### config.mk
export PLATFORM = sky130hd
export DESIGN_NAME = sim_monitor
export DESIGN_NICKNAME = d
export VERILOG_FILES = /design/src/rtl/sim_monitor_pkg.sv /design/src/rtl/sim_halt_detect.sv /design/src/rtl/sim_monitor.sv
export SDC_FILE = /design/constraint.sdc
export NUM_CORES = 1
export LEC_CHECK = 0
export ABC_AREA = 1
export CAP_MARGIN = 20
export CORE_ASPECT_RATIO = 0.6
export CORE_MARGIN = 2
export CORE_UTILIZATION = 41
export CTS_CLUSTER_SIZE = 25
export DETAILED_ROUTE_END_ITERATION = 8
export PLACE_DENSITY_LB_ADDON = 0.3
export SYNTH_ARGS = -nofsm -noshare
export SYNTH_HDL_FRONTEND = slang
export SYNTH_SLANG_ARGS = --single-unit
### constraint.sdc
create_clock -name clk -period 2.4 [get_ports clk]
set_input_delay 0.48 -clock clk [delete_from_list [all_inputs] [get_ports clk]]
set_output_delay 0.48 -clock clk [all_outputs]
set_load 0.005 [all_outputs]
### src/rtl/sim_monitor_pkg.sv
// Shared types for the simulation monitor: FSM states and result status codes.
package sim_monitor_pkg;

    localparam int unsigned STATUS_W = 3;

    typedef enum logic [1:0] {
        st_hold = 2'd0,
        st_run  = 2'd1,
        st_done = 2'd2
    } state_e;

    typedef enum logic [STATUS_W-1:0] {
        status_none    = 3'd0,
        status_pass    = 3'd1,
        status_fail    = 3'd2,
        status_timeout = 3'd3,
        status_halt    = 3'd4
    } status_e;

endpackage

### src/rtl/sim_halt_detect.sv
// Flags a CPU halt: HALT_WINDOW consecutive valid cycles with an unchanged pc.
// Only instantiated when SIM_MONITOR_HALT_DETECT_EN is defined.
module sim_halt_detect
    import sim_monitor_pkg::*;
#(
    parameter int unsigned ADDR_WIDTH  = 27,
    parameter int unsigned HALT_WINDOW = 16
) (
    input  logic                  clk,
    input  logic                  reset,
    input  logic                  enable,
    input  logic [ADDR_WIDTH-1:0] pc,
    input  logic                  pc_valid,
    output logic                  halt
);

    localparam int unsigned CNT_W = $clog2(HALT_WINDOW + 1);

    logic [CNT_W-1:0]      cnt_q, cnt_d;
    logic [ADDR_WIDTH-1:0] prev_q, prev_d;
    logic                  seen_q, seen_d;

    // The first valid pc of a run has nothing to differ from, so it counts as unchanged.
    always_comb begin
        cnt_d  = cnt_q;
        prev_d = prev_q;
        seen_d = seen_q;
        if (!enable) begin
            cnt_d  = '0;
            seen_d = 1'b0;
        end else if (pc_valid) begin
            seen_d = 1'b1;
            prev_d = pc;
            if (!seen_q || pc == prev_q) begin
                if (cnt_q != CNT_W'(HALT_WINDOW)) begin
                    cnt_d = cnt_q + CNT_W'(1);
                end
            end else begin
                cnt_d = '0;
            end
        end
    end

    assign halt = enable && (cnt_d == CNT_W'(HALT_WINDOW));

    always_ff @(posedge clk or posedge reset) begin
        if (reset) begin
            cnt_q  <= '0;
            prev_q <= '0;
            seen_q <= 1'b0;
        end else begin
            cnt_q  <= cnt_d;
            prev_q <= prev_d;
            seen_q <= seen_d;
        end
    end

endmodule

### src/rtl/sim_monitor.sv
// Simulation monitor: holds the CPU in reset, watches for a result write, halt or timeout.
// Halt detection is built only when SIM_MONITOR_HALT_DETECT_EN is defined.
module sim_monitor
    import sim_monitor_pkg::*;
#(
    parameter int unsigned           ADDR_WIDTH   = 27,
    parameter int unsigned           DATA_WIDTH   = 32,
    parameter int unsigned           RESET_CYCLES = 4,
    parameter int unsigned           CYCLE_LIMIT  = 2560,
    parameter logic [ADDR_WIDTH-1:0] RESULT_ADDR  = ADDR_WIDTH'(27'h7FFFFF0),
    parameter int unsigned           HALT_WINDOW  = 16
) (
    input  logic                  clk,
    input  logic                  reset,
    input  logic                  restart,
    input  logic                  bus_we,
    input  logic [ADDR_WIDTH-1:0] bus_addr,
    input  logic [DATA_WIDTH-1:0] bus_data,
    input  logic [ADDR_WIDTH-1:0] pc,
    input  logic                  pc_valid,
    output logic                  cpu_reset,
    output logic                  running,
    output logic                  done,
    output logic [STATUS_W-1:0]   status,
    output logic [DATA_WIDTH-1:0] exit_code,
    output logic [31:0]           cycle_count
);

    localparam int unsigned HOLD_W = (RESET_CYCLES > 1) ? $clog2(RESET_CYCLES) : 1;

    state_e                state_q, state_d;
    logic [HOLD_W-1:0]     hold_q, hold_d;
    logic [31:0]           count_q, count_d;
    status_e               status_q, status_d;
    logic [DATA_WIDTH-1:0] exit_q, exit_d;
    logic                  cpu_reset_d, running_d, done_d;
    logic                  result_hit, timeout_hit, halt;

`ifdef SIM_MONITOR_HALT_DETECT_EN
    sim_halt_detect #(
        .ADDR_WIDTH (ADDR_WIDTH),
        .HALT_WINDOW(HALT_WINDOW)
    ) u_halt_detect (
        .clk     (clk),
        .reset   (reset),
        .enable  (state_q == st_run),
        .pc      (pc),
        .pc_valid(pc_valid),
        .halt    (halt)
    );
`else
    logic unused_pc;
    assign unused_pc = ^{pc, pc_valid, HALT_WINDOW};
    assign halt      = 1'b0;
`endif

    assign result_hit  = bus_we && (bus_addr == RESULT_ADDR);
    assign timeout_hit = (count_q == 32'(CYCLE_LIMIT - 1));

    always_ff @(posedge clk or posedge reset) begin
        if (reset) begin
            state_q   <= st_hold;
            hold_q    <= '0;
            count_q   <= '0;
            status_q  <= status_none;
            exit_q    <= '0;
            cpu_reset <= 1'b1;
            running   <= 1'b0;
            done      <= 1'b0;
        end else begin
            state_q   <= state_d;
            hold_q    <= hold_d;
            count_q   <= count_d;
            status_q  <= status_d;
            exit_q    <= exit_d;
            cpu_reset <= cpu_reset_d;
            running   <= running_d;
            done      <= done_d;
        end
    end

    // Completion priority: result write, then halt, then timeout.
    always_comb begin
        state_d  = state_q;
        hold_d   = hold_q;
        count_d  = count_q;
        status_d = status_q;
        exit_d   = exit_q;
        case (state_q)
            st_hold: begin
                if (hold_q == HOLD_W'(RESET_CYCLES - 1)) begin
                    state_d = st_run;
                    hold_d  = '0;
                    count_d = '0;
                end else begin
                    hold_d = hold_q + HOLD_W'(1);
                end
            end
            st_run: begin
                if (result_hit) begin
                    state_d  = st_done;
                    exit_d   = bus_data;
                    status_d = (bus_data == '0) ? status_pass : status_fail;
                end else if (halt) begin
                    state_d  = st_done;
                    status_d = status_halt;
                end else if (timeout_hit) begin
                    state_d  = st_done;
                    status_d = status_timeout;
                end else if (count_q != '1) begin
                    count_d = count_q + 32'd1;
                end
            end
            st_done: begin
                if (restart) begin
                    state_d  = st_hold;
                    hold_d   = '0;
                    count_d  = '0;
                    status_d = status_none;
                    exit_d   = '0;
                end
            end
            default: state_d = st_hold;
        endcase
    end

    always_comb begin
        cpu_reset_d = (state_d == st_hold);
        running_d   = (state_d == st_run);
        done_d      = (state_d == st_done);
    end

    assign status      = status_q;
    assign exit_code   = exit_q;
    assign cycle_count = count_q;

endmodule

; ---- Word level (Yosys, flattened, before mapping)
; Cells that the tools add are included.
[totals]
ram_bits = 0
output_inout_bits = 70
latch_bits = 0
wordCells = 57
romBits = 0
input_bits = 91
n_memories = 0
regBits = 74
[op_classes]
order_cmp = 0
mul = 0
div_mod_pow = 0
n_bitwise = 0
reduce_logical = 11
eq_ne = 15
shifts = 0
n_mux = 21
addsub = 2
[ops]
columns = cell, n
row1 = $mux 32, 6
row2 = $pmux 32 s3, 1
row3 = $pmux 32 s2, 1
row4 = $add 32x1->32 const B, 1
row5 = $eq 32x12->1 const B, 1
row6 = $logic_not 32->1, 1
row7 = $ne 32x32->1 const B, 1
row8 = $eq 27x27->1 const B, 1
row9 = $mux 2, 7
row10 = $ne 2x2->1 const B, 6
row11 = $mux 3, 3
row12 = $eq 2x2->1 const B, 3
row13 = $pmux 2 s3, 1
row14 = $pmux 3 s2, 1
row15 = $reduce_and 3->1, 2
row16 = $reduce_and 6->1, 1
row17 = $eq 2x1->1 const B, 2
row18 = $logic_not 2->1, 2
row19 = $pmux 2 s2, 1
row20 = $reduce_bool 2->1, 2
row21 = $ne 3x3->1 const B, 1
row22 = $reduce_bool 3->1, 1
row23 = $add 2x1->2 const B, 1
row24 = $reduce_and 2->1, 1
row25 = $logic_and 1x1->1, 1

; ---- Depth between registers and ports, before layout
[logic_depth]
word_depth = 5
ltp_mapped = 12
ltp_nobuf = 11

; ---- Least setup slack after synthesis
; Ideal clock, no wire load.
[synth_timing]
path_type = register to register
startpoint = reg count_q[0] (netlist: cycle_count[0])
endpoint = reg count_q[20] (netlist: cycle_count[20])
path_buffers = 1
setup_time_ps = 117
path_stages_with_launch = 12
slack_ps = 712
period_less_slack_ps = 1688
arrival_ps = 1571
path_cell_list = dfrtp_1 -> ha_1 -> nand2_2 -> nor2_4 -> nand2_2 -> nor2_4 -> nand3b_1 -> nand2_1 -> inv_2 -> buf_2 -> nand3_1 -> nand2_1
[synth_between]
elab_chain_len = 5
word_cells_on_any_way = 10
[synth_lines]
columns = item, line
row1 = start: declaration, sim_monitor.sv:33  ; logic [31:0] count_q, count_d;
row2 = start signal: assignment, sim_monitor.sv:73  ; count_q <= count_d;
row3 = $add 32x1->32, sim_monitor.sv:111  ; count_d = count_q + 32'd1;
row4 = $mux 32, sim_monitor.sv:110  ; end else if (count_q != '1) begin
row5 = $mux 32, sim_monitor.sv:107  ; end else if (timeout_hit) begin
row6 = $mux 32, sim_monitor.sv:100  ; if (result_hit) begin
row7 = $pmux 32 s3, sim_monitor.sv:89  ; case (state_q)
; Parallel ways exist; a longest one is shown, timed or not. The select of a mux whose other input is x is not followed.
; A chain may end at the register's enable or synchronous reset.

; ---- Worst setup path in the final report
[layout_timing]
startpoint = reg count_q[1] (netlist: cycle_count[1])
endpoint = reg count_q[16] (netlist: cycle_count[16])
; Same word-level chain as after synthesis.

==> metrics.txt <==
# TYPE chip_impl_metric gauge
chip_impl_metric{name="syn2layout_area_growth",unit="%"} 41.2
chip_impl_metric{name="peakVddDrop",unit="µV"} 356
chip_impl_metric{name="number_of_antenna_violations_at_the_first_check_in_global_routing",unit=""} 0
chip_impl_metric{name="postSynthCellCount",unit=""} 656
chip_impl_metric{name="fraction_of_layout_instances_using_a_drive_strength_above_1",unit=""} 0.0528
chip_impl_metric{name="initial_core_util",unit=""} 0.416
chip_impl_metric{name="critical-path-max-stage-delay",unit="ns"} 0.47
chip_impl_metric{name="drc",unit=""} 0
chip_impl_metric{name="cts_made_buffers",unit=""} 9
chip_impl_metric{name="slew_viol_final",unit=""} 0
chip_impl_info{name="hold_path.class",value="reg2reg"} 1
chip_impl_metric{name="cts.sinks",unit=""} 73
chip_impl_metric{name="tns",unit="ns"} 0
chip_impl_info{name="critical_path_most_common_cell",value="sky130_fd_sc_hd__nand2_1"} 1
chip_impl_metric{name="dp_hpwl",unit="µm"} 10200
chip_impl_metric{name="preCtsSetupSlack",unit="ns"} -0.0384
chip_impl_info{name="clk_root_buffer_cell",value="sky130_fd_sc_hd__clkbuf_16"} 1
chip_impl_metric{name="power.share.switching",unit=""} 0.242
chip_impl_info{name="synth.area.top_cells",value="sky130_fd_sc_hd__dfrtp_1 (41%), sky130_fd_sc_hd__nand2_1 (21%), sky130_fd_sc_hd__nor2_1 (10%)"} 1
chip_impl_metric{name="p_int",unit="mW"} 2.05
chip_impl_metric{name="clk_pin_slew",unit="ns"} 0.06
chip_impl_metric{name="ioPinCount",unit=""} 161
chip_impl_metric{name="viasPerCell",unit=""} 4.91
chip_impl_metric{name="grt_first_pass_wirelength",unit="µm"} 22200
chip_impl_metric{name="critical_path_required",unit="ns"} 2.68
chip_impl_metric{name="holdWs",unit="ns"} 0.513
chip_impl_metric{name="yosysWarnings",unit=""} 0
chip_impl_metric{name="number_of_global_route_vias_before_repair",unit=""} 4408
chip_impl_metric{name="floorplan_core_area",unit="µm²"} 10500
chip_impl_metric{name="placement.io_buffers",unit=""} 131
chip_impl_info{name="grt_setup_unrepaired",value="no"} 1
chip_impl_metric{name="dieArea",unit="µm²"} 11500
chip_impl_metric{name="fin_crit",unit="ns"} 2.11
chip_impl_metric{name="comb_power_share",unit=""} 0.062
chip_impl_metric{name="wl_per_cell",unit="µm"} 14.3
chip_impl_metric{name="synth_largest_type_area_fraction",unit=""} 0.414
chip_impl_metric{name="dr.first_iter.drc_count",unit=""} 300
chip_impl_metric{name="insertion_delay",unit="ns"} 0.34
chip_impl_metric{name="timing_hold_violations_final",unit=""} 0
chip_impl_metric{name="cts.repair_timing.setup_buffer_count",unit=""} 0
chip_impl_info{name="worstPathCellList",value="ha_1 -> nand2_2 -> nor2_4 -> nand2_2 -> nor2_1 -> nand2_1 -> nand3_1 -> nor2_2 -> nand2_1 -> nand2_1"} 1
chip_impl_metric{name="antenna_cells_inserted",unit=""} 0
chip_impl_metric{name="drt_wl_total",unit="µm"} 13300
chip_impl_metric{name="grt_usage",unit=""} 0.249
chip_impl_metric{name="post-route-worst-setup-slack",unit="ns"} 0.293
chip_impl_metric{name="placement.cell_area",unit="µm²"} 5850
chip_impl_info{name="worst_setup_path_start_kind",value="flop"} 1
chip_impl_metric{name="gp_congestion",unit=""} 0.924
chip_impl_metric{name="fin_worst_skew",unit="ns"} 0.00867
chip_impl_metric{name="final_core_util",unit=""} 0.588
chip_impl_metric{name="clock_tree.buffer_depth",unit=""} 2
chip_impl_metric{name="synth.cell_area",unit="µm²"} 4350
chip_impl_metric{name="drt_pass1_iterations",unit=""} 5
chip_impl_info{name="hold_start",value="status[1]$_DFFE_PP0P_"} 1
chip_impl_metric{name="power.switching",unit="mW"} 0.655
chip_impl_metric{name="route.vias.total",unit=""} 4590
chip_impl_metric{name="syn_nets",unit=""} 749
chip_impl_metric{name="postSynthRegisterBits",unit=""} 73
chip_impl_info{name="run_status",value="complete, no violations"} 1
chip_impl_metric{name="synth.distinct_cells",unit=""} 29
chip_impl_metric{name="clkPwrFrac",unit=""} 0.483
chip_impl_info{name="setup.worst_path.end_class",value="flop"} 1
chip_impl_metric{name="final_cell_area",unit="µm²"} 6140
chip_impl_metric{name="floorplan.die.width",unit="µm"} 137
chip_impl_metric{name="placementRows",unit=""} 29
chip_impl_metric{name="fp.dieH",unit="µm"} 83.8
chip_impl_info{name="crit_path_start",value="cycle_count[1]$_DFFE_PP0P_"} 1
chip_impl_info{name="synth_largest_area_cell",value="sky130_fd_sc_hd__dfrtp_1"} 1
chip_impl_info{name="crit-reg2reg-launch",value="cycle_count[1]$_DFFE_PP0P_"} 1
chip_impl_metric{name="design.final.nets",unit=""} 884
chip_impl_metric{name="synth.yosys.seq_area_share",unit=""} 0.420
chip_impl_metric{name="cp_data_arrival_time",unit="ns"} 2.38
chip_impl_metric{name="area.sequential",unit="µm²"} 1830
chip_impl_metric{name="pwr_density_cell",unit="nW/µm²"} 441
chip_impl_info{name="timing.setup.critical_path_class",value="reg2reg"} 1
chip_impl_metric{name="antenna_violating_nets_post_route",unit=""} 0
chip_impl_metric{name="post-route-period-util",unit=""} 0.878
chip_impl_metric{name="drv_cap",unit=""} 0
chip_impl_metric{name="clock_tree.htree_level_count",unit=""} 3
chip_impl_metric{name="avgSynthCellArea",unit="µm²"} 6.63
chip_impl_info{name="tritoncts",value="built"} 1
chip_impl_metric{name="multi_input_area",unit="µm²"} 2140
chip_impl_metric{name="cp_max_fo",unit=""} 12
chip_impl_metric{name="tightest_slew",unit="ns"} 0.572
chip_impl_metric{name="total_leakage_power",unit="nW"} 2.90
chip_impl_metric{name="max_freq",unit="MHz"} 475
chip_impl_metric{name="grt_max_degree",unit=""} 74
chip_impl_metric{name="seq_power_share",unit=""} 0.455
chip_impl_metric{name="globalRoute.totalOverflow",unit=""} 0
chip_impl_metric{name="maxSlewHeadroom",unit=""} 0.618
chip_impl_metric{name="finalSetupViolCount",unit=""} 0
chip_impl_metric{name="layout.filler_cells",unit=""} 960
chip_impl_info{name="crit_slowest_cell",value="sky130_fd_sc_hd__nor2_2"} 1
chip_impl_info{name="layout.cells.most_common",value="sky130_fd_sc_hd__nand2_1"} 1
chip_impl_info{name="mostFrequentLayoutCells",value="sky130_fd_sc_hd__nand2_1 (241), sky130_fd_sc_hd__clkdlybuf4s50_1 (131), sky130_fd_sc_hd__nor2_1 (116)"} 1
-- registers in the layout, summed over array words and instances (netlist names) --
register,cells
status,2
cycle_count,32
running,1
exit_code,32
done,1
state_q,2
hold_q,2
cpu_reset,1
-- critical path, delay by kind of cell (launching register included) --
| family | cells | cell delay [ns] |
|---|---|---|
| flops | 1 | 0.44 |
| simple gates | 9 | 1.34 |
| fa+ha+maj | 1 | 0.27 |
-- synth_stat cells --
cell,number
sky130_fd_sc_hd__nand4_1,8
sky130_fd_sc_hd__o21ai_1,14
sky130_fd_sc_hd__ha_1,2
sky130_fd_sc_hd__a22o_1,1
sky130_fd_sc_hd__o21ai_0,26
sky130_fd_sc_hd__nand2_4,1
sky130_fd_sc_hd__inv_1,74
sky130_fd_sc_hd__nand3_1,41
sky130_fd_sc_hd__xnor2_1,1
sky130_fd_sc_hd__buf_2,8
sky130_fd_sc_hd__nor3b_1,3
sky130_fd_sc_hd__xor2_1,13
sky130_fd_sc_hd__nor2_1,118
sky130_fd_sc_hd__clkbuf_1,5
sky130_fd_sc_hd__and2_1,1
sky130_fd_sc_hd__dfstp_2,1
sky130_fd_sc_hd__o211ai_1,2
sky130_fd_sc_hd__o21bai_1,2
sky130_fd_sc_hd__dfrtp_1,72
sky130_fd_sc_hd__inv_2,3
sky130_fd_sc_hd__nor3_1,3
sky130_fd_sc_hd__nor2_4,2
sky130_fd_sc_hd__conb_1,1
sky130_fd_sc_hd__buf_6,3
sky130_fd_sc_hd__nor2_2,2
sky130_fd_sc_hd__nand2_2,3
sky130_fd_sc_hd__nand2_1,241
sky130_fd_sc_hd__nand3b_1,4
sky130_fd_sc_hd__buf_4,1
-- cell families (layout without fill, tap and decap cells) --
family | after synthesis | count (layout) | share of synthesized area
buffers and inverters | 94 | 234 | 0.0895
XOR/XNOR | 14 | 14 | 0.0282
AND/OR/NAND/NOR | 427 | 427 | 0.400
adder cells (fa/ha/maj) | 2 | 2 | 0.00575
AO/OA/AOI/OAI | 45 | 45 | 0.0549
other | 1 | 1 | 0.000862
flip-flops | 73 | 73 | 0.420
-- metrics by stage --
stage,total power [mW],instances
floorplan,1.29,656
global placement,1.42,919
detailed placement,1.43,919
CTS,2.74,935
global route,2.82,935
finish,2.71,935
-- power by group through the flow --
| stage | Clock (mW) | Sequential [mW] | Combinational [mW] |
|---|---|---|---|
| floorplan | 0 | 1.26 | 0.0391 |
| global placement | 0 | 1.26 | 0.167 |
| detailed placement | 0 | 1.26 | 0.171 |
| CTS | 1.34 | 1.23 | 0.171 |
| global route | 1.40 | 1.23 | 0.186 |
| finish | 1.31 | 1.23 | 0.169 |
-- final cells by class --
type	instances	share of cell area
inverter	77	0.0471
clock buffer	9	0.0367
sequential	73	0.298
multi-input combinational	489	0.349
clock inverter	7	0.00998
tap	139	0.0283
timing repair buffer	141	0.232
-- per-layer routing --
metal  wire (µm)  track usage  part of all wire  vias to the layer above
met3         950       0.0498             0.071                       17
li1            -            -                 -                     2283
met2        5530        0.347              0.41                      168
met1        6660        0.385              0.50                     2122
met5           0            0                 0                        -
met4         187       0.0703             0.014                        0
-- path summary, 6_finish.rpt --
path,end,slack [ns],cells past startpoint
max,cycle_count[16]$_DFFE_PP0P_,0.29,10
min,status[1]$_DFFE_PP0P_,0.51,2
max reg2reg,cycle_count[16]$_DFFE_PP0P_,0.29,10
min reg2reg,status[1]$_DFFE_PP0P_,0.51,2
max in group asynchronous,cpu_reset$_DFF_PP1_,1.50,3
min in group asynchronous,exit_code[30]$_DFFE_PP0P_,0.57,3
-- timing repair --
item | CTS | global route
gates resized for setup | 0 | 1
hold buffers | 0 | 0
setup endpoints to repair | 0 | 12
No activity file was read; power rests on OpenSTA's default activity.
